===== src/rtl/dmem_port_arbiter.sv =====
// Round-robin arbiter and sequencer that shares one single-port data memory between
// the core load/store path (master 0) and the I2C transfer engine (master 1).
module dmem_port_arbiter #(
    parameter int ADDR_W    = 32,
    parameter int DATA_W    = 32,
    parameter int MEM_BYTES = 64
) (
    input  logic              clk,
    input  logic              rst_n,
    input  logic              m0_req,
    input  logic              m0_we,
    input  logic [ADDR_W-1:0] m0_addr,
    input  logic [DATA_W-1:0] m0_wdata,
    output logic              m0_ack,
    output logic [DATA_W-1:0] m0_rdata,
    output logic              m0_err,
    input  logic              m1_req,
    input  logic              m1_we,
    input  logic [ADDR_W-1:0] m1_addr,
    input  logic [DATA_W-1:0] m1_wdata,
    output logic              m1_ack,
    output logic [DATA_W-1:0] m1_rdata,
    output logic              m1_err,
    output logic [ADDR_W-1:0] mem_addr,
    output logic [DATA_W-1:0] mem_wdata,
    output logic              mem_we,
    input  logic [DATA_W-1:0] mem_rdata
);
    localparam int NM = 2;
    localparam logic [ADDR_W-1:0] MAX_ADDR = ADDR_W'(MEM_BYTES - 4);

    typedef enum logic [1:0] {IDLE, ACCESS, DONE} state_t;

    state_t            state_reg, state_next;
    logic              last_grant_reg, last_grant_next;
    logic              id_reg, id_next;
    logic              we_reg, we_next;
    logic [ADDR_W-1:0] addr_reg, addr_next;
    logic [DATA_W-1:0] wdata_reg, wdata_next;
    logic [DATA_W-1:0] rdata_reg, rdata_next;
    logic              err_reg, err_next;

    logic [NM-1:0]     req_vec, we_vec, ack_vec, err_vec;
    logic [ADDR_W-1:0] addr_arr  [NM];
    logic [DATA_W-1:0] wdata_arr [NM];
    logic [DATA_W-1:0] rdata_arr [NM];

    assign req_vec      = {m1_req, m0_req};
    assign we_vec       = {m1_we, m0_we};
    assign addr_arr[0]  = m0_addr;
    assign addr_arr[1]  = m1_addr;
    assign wdata_arr[0] = m0_wdata;
    assign wdata_arr[1] = m1_wdata;

    // Master 1 wins only if it is alone or master 0 was served last.
    logic any_req, gnt_id, bad_addr;
    assign any_req  = |req_vec;
    assign gnt_id   = req_vec[1] & (~req_vec[0] | ~last_grant_reg);
    assign bad_addr = (addr_arr[gnt_id][1:0] != 2'b00) || (addr_arr[gnt_id] > MAX_ADDR);

    always_ff @(posedge clk or negedge rst_n) begin
        if (!rst_n) begin
            state_reg      <= IDLE;
            last_grant_reg <= 1'b1;
            id_reg         <= 1'b0;
            we_reg         <= 1'b0;
            addr_reg       <= '0;
            wdata_reg      <= '0;
            rdata_reg      <= '0;
            err_reg        <= 1'b0;
        end else begin
            state_reg      <= state_next;
            last_grant_reg <= last_grant_next;
            id_reg         <= id_next;
            we_reg         <= we_next;
            addr_reg       <= addr_next;
            wdata_reg      <= wdata_next;
            rdata_reg      <= rdata_next;
            err_reg        <= err_next;
        end
    end

    always_comb begin
        state_next      = state_reg;
        last_grant_next = last_grant_reg;
        id_next         = id_reg;
        we_next         = we_reg;
        addr_next       = addr_reg;
        wdata_next      = wdata_reg;
        rdata_next      = rdata_reg;
        err_next        = err_reg;
        case (state_reg)
            IDLE: begin
                if (any_req) begin
                    id_next         = gnt_id;
                    we_next         = we_vec[gnt_id];
                    addr_next       = addr_arr[gnt_id];
                    wdata_next      = wdata_arr[gnt_id];
                    last_grant_next = gnt_id;
                    rdata_next      = '0;
                    err_next        = bad_addr;
                    state_next      = bad_addr ? DONE : ACCESS;
                end
            end
            ACCESS: begin
                // Captured on writes too, so a write returns the overwritten word.
                rdata_next = mem_rdata;
                state_next = DONE;
            end
            DONE:    state_next = IDLE;
            default: state_next = IDLE;
        endcase
    end

    // Memory port is only driven during ACCESS so reset drops mem_we at once.
    assign mem_we    = (state_reg == ACCESS) & we_reg;
    assign mem_addr  = (state_reg == ACCESS) ? addr_reg  : '0;
    assign mem_wdata = (state_reg == ACCESS) ? wdata_reg : '0;

    generate
        for (genvar gi = 0; gi < NM; gi++) begin : g_resp
            assign ack_vec[gi]   = (state_reg == DONE) && (id_reg == 1'(gi));
            assign err_vec[gi]   = ack_vec[gi] & err_reg;
            assign rdata_arr[gi] = ack_vec[gi] ? rdata_reg : '0;
        end
    endgenerate

    assign m0_ack   = ack_vec[0];
    assign m1_ack   = ack_vec[1];
    assign m0_err   = err_vec[0];
    assign m1_err   = err_vec[1];
    assign m0_rdata = rdata_arr[0];
    assign m1_rdata = rdata_arr[1];

endmodule


===== config.mk =====
export PLATFORM = sky130hd
export DESIGN_NAME = dmem_port_arbiter
export DESIGN_NICKNAME = d
export VERILOG_FILES = /design/src/rtl/dmem_port_arbiter.sv
export SDC_FILE = /design/constraint.sdc
export NUM_CORES = 1
export LEC_CHECK = 0
export ABC_AREA = 1
export BUFFER_PORTS_ARGS = -buffer_cell sky130_fd_sc_hd__buf_2
export CELL_PAD_IN_SITES_DETAIL_PLACEMENT = 0
export CELL_PAD_IN_SITES_GLOBAL_PLACEMENT = 1
export CORE_MARGIN = 2
export CORE_UTILIZATION = 27
export DETAILED_ROUTE_END_ITERATION = 12
export GPL_ROUTABILITY_DRIVEN = 0
export HOLD_SLACK_MARGIN = 0.12
export PLACE_DENSITY_LB_ADDON = 0.1
export SYNTH_ARGS = -nofsm -noshare
export SYNTH_HDL_FRONTEND = slang
export SYNTH_SLANG_ARGS = --single-unit

===== constraint.sdc =====
create_clock -name clk -period 1.6 [get_ports clk]
set_clock_uncertainty 0.05 [all_clocks]
set_input_delay 0.16 -clock clk [delete_from_list [all_inputs] [get_ports clk]]
set_output_delay 0.16 -clock clk [all_outputs]
set_load 0.03 [all_outputs]

Yosys cells after proc, flatten, opt, wreduce, memory -nomap -nowiden:

Cells that the tools add are included.

* output and inout bits: 133
* memory bits (writable): 0
* input bits: 166
* bits in latches: 0
* register bits after elaboration: 102
* logic and storage cells: 49
* memory bits (read-only): 0
* memories: 0

* reduce and logical (&&, ||, !) cells: 9
* muxes and demuxes: 17
* $lt $le $gt $ge: 3
* multiply operators: 0
* bitwise operators: 9
* shift operators: 0
* add/subtract/negate cells: 0
* div/mod/pow operators: 0
* equal/unequal tests: 3

Operators by type and width (count)
* 32-bit two-way mux: 11
* 32-bit case mux with 2 select lines: 1
* 32-bit by 6-bit greater-than comparator with 1-bit output, second input constant: 1
* 1-bit bitwise AND: 4
* 2-bit two-way mux: 2
* 2-bit case mux with 2 select lines: 1
* 2-bit AND reduction: 2
* 2-bit nonzero test: 2
* 1-bit NOT: 3
* 2-bit by 1-bit == test with 1-bit output, second input constant: 1
* 2-bit == test, second input constant: 1
* 2-bit >= comparator, second input constant: 1
* 1-bit logical AND: 2
* 2-bit zero test: 1
* 1-bit by 2-bit less-than comparator with 1-bit output, second input constant: 1
* 1-bit two-way mux: 2
* 2-bit inequality test, second input constant: 1
* 1-bit NOT with 2-bit output: 1
* 2-bit OR reduction: 1
* 1-bit logical OR: 1
* 1-bit OR: 1

Depth between registers and ports, before layout:

* depth in word-level cells: 12
* mapped depth: 12
* depth with buffers taken out: 11

Worst setup path after synthesis:

No wires, ideal clock.

* kind: register -> output
* from: reg state_reg[0]
* to: out m1_rdata[10]
* setup slack: -0.761 ns
* data required time: 1.390 ns
* buffers on the path: 2
* arrival time: 2.151 ns
* stages on the path, launching flop included: 6
* cells stage by stage: dfrtp_1 > buf_2 > nor3_1 > inv_1 > clkbuf_1 > nor2_1

* longest elaborated chain between the ends: 3

Ends and longest elaborated chain
* from (decl): line 34 `state_t state_reg, state_next;`
* from (signal assigned): line 72 `state_reg <= state_next;`
* 2-bit == test: line 122 `assign ack_vec[gi] = (state_reg == DONE) && (id_reg == 1'(gi));`
* 1-bit logical AND: line 122
* named net m1_ack: line 21 `output logic m1_ack,`
* 32-bit two-way mux: line 124 `assign rdata_arr[gi] = ack_vec[gi] ? rdata_reg : '0;`
* to (decl): line 22 `output logic [DATA_W-1:0] m1_rdata,`

The timed path passes the listed nets, and every way through them passes these cells.

Final worst setup path:

* from: reg state_reg[0]
* to: out m1_rdata[10]

* longest elaborated chain between the ends: 3

Ends and longest elaborated chain (line)
* 2-bit == test: 122
* 1-bit logical AND: 122
* 32-bit two-way mux: 124

No other way between the ends.

==> impl_metrics.env <==
export IMPL_status="finished with violations"
export IMPL_violations="negative setup slack"
export IMPL_grt_overflow=0
export IMPL_path_cells="nor3_4, inv_4, buf_12, nor2_4, buf_6"
export IMPL_drtPass1Iterations=4
export IMPL_max_cap_violations=0
export IMPL_r2r_cells=12
export IMPL_synthArstFlopShare_pct=100.0
export IMPL_synth_seq_cells=102
export IMPL_hpwl_um=14130
export IMPL_drive_gt1_share_pct=41.70
export IMPL_arrival_ns=1.61
export IMPL_ios=299
export IMPL_min_from="m0_addr[23]"
export IMPL_syn_to_final_growth_pct=100.8
export IMPL_hp_class="in2reg"
export IMPL_slew_headroom_pct=81.99
export IMPL_nets=1385
export IMPL_p_leak_nw=5.265
export IMPL_seq_area_frac_synth_pct=46.78
export IMPL_grt_pass1_vias=6712
export IMPL_rrSetupSlack_ns=-0.16
export IMPL_tightest_slew_ns=0.2702
export IMPL_min_period_ns=1.822
export IMPL_yosysTopAreaCellShare_pct=46.30
export IMPL_finalCritPeriodShare_pct=113.9
export IMPL_synth_largest_area_cell="dfrtp_1"
export IMPL_slew_violations=0
export IMPL_endpoint_kind="output pin"
export IMPL_synth_most_common_cell="nor2_1"
export IMPL_wire_per_inst_um=15.35
export IMPL_vias=6643
export IMPL_synth_compound_gate_area_share_pct=13.41
export IMPL_grt_pass1_wl_um=33940
export IMPL_totalWireLength_um=22930
export IMPL_drtIter0Drc=261
export IMPL_worst_setup_path_start_kind="flop"
export IMPL_yosysUniqueCellTypes=19
export IMPL_design_core_area_um2=20040
export IMPL_rsz0062_at_grt="yes"
export IMPL_ys_warn_count=0
export IMPL_insertion_delay_ns=0.35
export IMPL_syn_cell_area_um2=5459
export IMPL_final_util_pct=54.71
export IMPL_placed_area_um2=8082
export IMPL_ctsHtreeMaxLevel=3
export IMPL_crit_type="reg2out"
export IMPL_fin_ws_ns=-0.2222
export IMPL_crit_required_ns=1.39
export IMPL_synthTopCellsByArea="dfrtp_1 46%, nor2_1 12%, o21ai_0 9.0%, inv_1 8.8%, nand2_1 7.9%"
export IMPL_synth_edf_count=0
export IMPL_worstHoldEndpoint="addr_reg[23]$_DFFE_PN0P_"
export IMPL_antenna_found_initial=0
export IMPL_synth_xor_area_share_pct=0
export IMPL_grt_util_all_layers_pct=19.55
export IMPL_postSynthCellCount=775
export IMPL_initial_core_util_pct=27.24
export IMPL_synth_nets=941
export IMPL_drt_antenna_violating_nets=0
export IMPL_ir_drop_mv=0.4843
export IMPL_diodes=0
export IMPL_r2r_start="last_grant_reg$_DFFE_PN1P_"
export IMPL_hold_depth=5
export IMPL_max_freq_mhz=548.8
export IMPL_syn_avg_cell_area_um2=7.044
export IMPL_grt_max_degree=45
export IMPL_clk_pin_slew_worst_paths_ns=0.07
export IMPL_dieArea_um2=21370
export IMPL_rows=52
export IMPL_slowest_delay_ns=0.48
export IMPL_r2r_end="err_reg$_DFFE_PN0P_"
export IMPL_clk_path_buf_depth=2
export IMPL_ctsRootBufferMaster="clkbuf_16"
export IMPL_synthFlopType="dfrtp_1"
export IMPL_synth_mux_area_share_pct=0
export IMPL_io_buffers=298
export IMPL_die_y_um=146.2
export IMPL_viasPerCell=4.449
export IMPL_synth_top_family_by_area="simple AND/OR/NAND/NOR gates"
export IMPL_clock_sinks=102
export IMPL_drc=0
export IMPL_powerDensity_nw_per_um2=738.1
export IMPL_synth_common_cells="179 x nor2_1, 128 x inv_1, 115 x nand2_1, 101 x dfrtp_1, 98 x o21ai_0"
export IMPL_cts_tree="built"
export IMPL_cts_buffers=9
export IMPL_yosys_area_share_simple_pct=26.68
export IMPL_fin_area_um2=10960
export IMPL_hold_viol=0
export IMPL_crit_fanout=11
export IMPL_synthAdderAreaFrac_pct=0
export IMPL_crit_path_top_delay_cell="dfrtp_2"
export IMPL_finalSetupViolations=123
export IMPL_die_w_um=146.2
-- final cells by class --
cell class	instances	area, um2
clock buffer	12	256.5
inverter	130	503.0
tap	270	337.8
timing repair buffer	486	4379
clock inverter	3	67.56
sequential	102	2555
multi-input combinational	490	2865
fill	1900	9075
-- per-layer routing --
metal	track usage [%]	wire length (um)	up-vias
li1	-	-	3291
met1	24.28	9855	3090
met2	34.03	11430	224
met3	3.438	1071	38
met4	7.282	564	0
met5	0	0	-
-- report_power, final --
group          leakage [nW]  internal [W]  total (W)  switching [W]
combinational          3.82       0.00120    0.00254        0.00134
sequential             1.29       0.00295    0.00309       0.000148
clock                 0.155       0.00145    0.00246        0.00101
total                  5.27       0.00560    0.00809        0.00249
-- through the flow --
stage               TNS, ns  hold slack, ns  setup slack [ns]  power (W)  instances
floorplan            -1.765         -0.1856          -0.05247   0.004225        775
global placement     -2.128       -0.003863           -0.1366   0.004946       1333
detailed placement   -2.804        0.001486           -0.1943   0.004938       1333
CTS                  -20.24          0.1204           -0.2221   0.007775       1468
global route         -29.95          0.1491           -0.2747   0.008545       1493
finish               -18.94          0.1118           -0.2222   0.008092       1493
-- layout by cell type, fill, tap and decap left out, types with 3 or more instances in the layout --
master and instances:
buf_2 165, inv_1 124, dlygate4sd3_1 113, dfrtp_1 100, nand2_1 93, nor2_1 92, buf_6 86, buf_4 85
o21ai_0 77, nor2_4 70, o22ai_1 37, nand3_1 33, nand3b_1 22, o21ai_1 21, clkbuf_16 21, nand2_2 20
nor2_2 18, buf_12 18, inv_4 4, buf_16 4, buf_8 3
-- timing repair --
action / in CTS / in global routing
gates cloned: 3 / 14
hold buffers: 113 / 0
setup endpoints to repair: 172 / 211
gates resized for setup: 247 / 73
endpoints found under the hold margin: 174 / 0
pin swaps: 6 / 28
buffers inserted: 4 / 11
-- worst max path at each step --
stage | startpoint | end | depth (start not counted)
floorplan | state_reg[0]$_DFFE_PN0P_ | m1_rdata[10] | 5
global placement | last_grant_reg$_DFFE_PN1P_ | state_reg[1]$_DFFE_PN0P_ | 12
detailed placement | last_grant_reg$_DFFE_PN1P_ | state_reg[1]$_DFFE_PN0P_ | 12
CTS | state_reg[1]$_DFFE_PN0P_ | m1_rdata[11] | 6
global route | state_reg[0]$_DFFE_PN0P_ | m1_rdata[31] | 5
finish | state_reg[0]$_DFFE_PN0P_ | m1_rdata[10] | 5
-- cells by family after synthesis --
group | count (synthesis)
flops | 102
compound gates | 137
simple gates | 353
buf+inv | 183
-- worst max-delay path, delay by kind of cell (launching register included) --
family | cells | cell delay, ns
DFF | 1 | 0.48
buffers and inverters | 3 | 0.40
and+or+nand+nor | 2 | 0.37
Note: power is estimated with default switching activity, not from simulation.
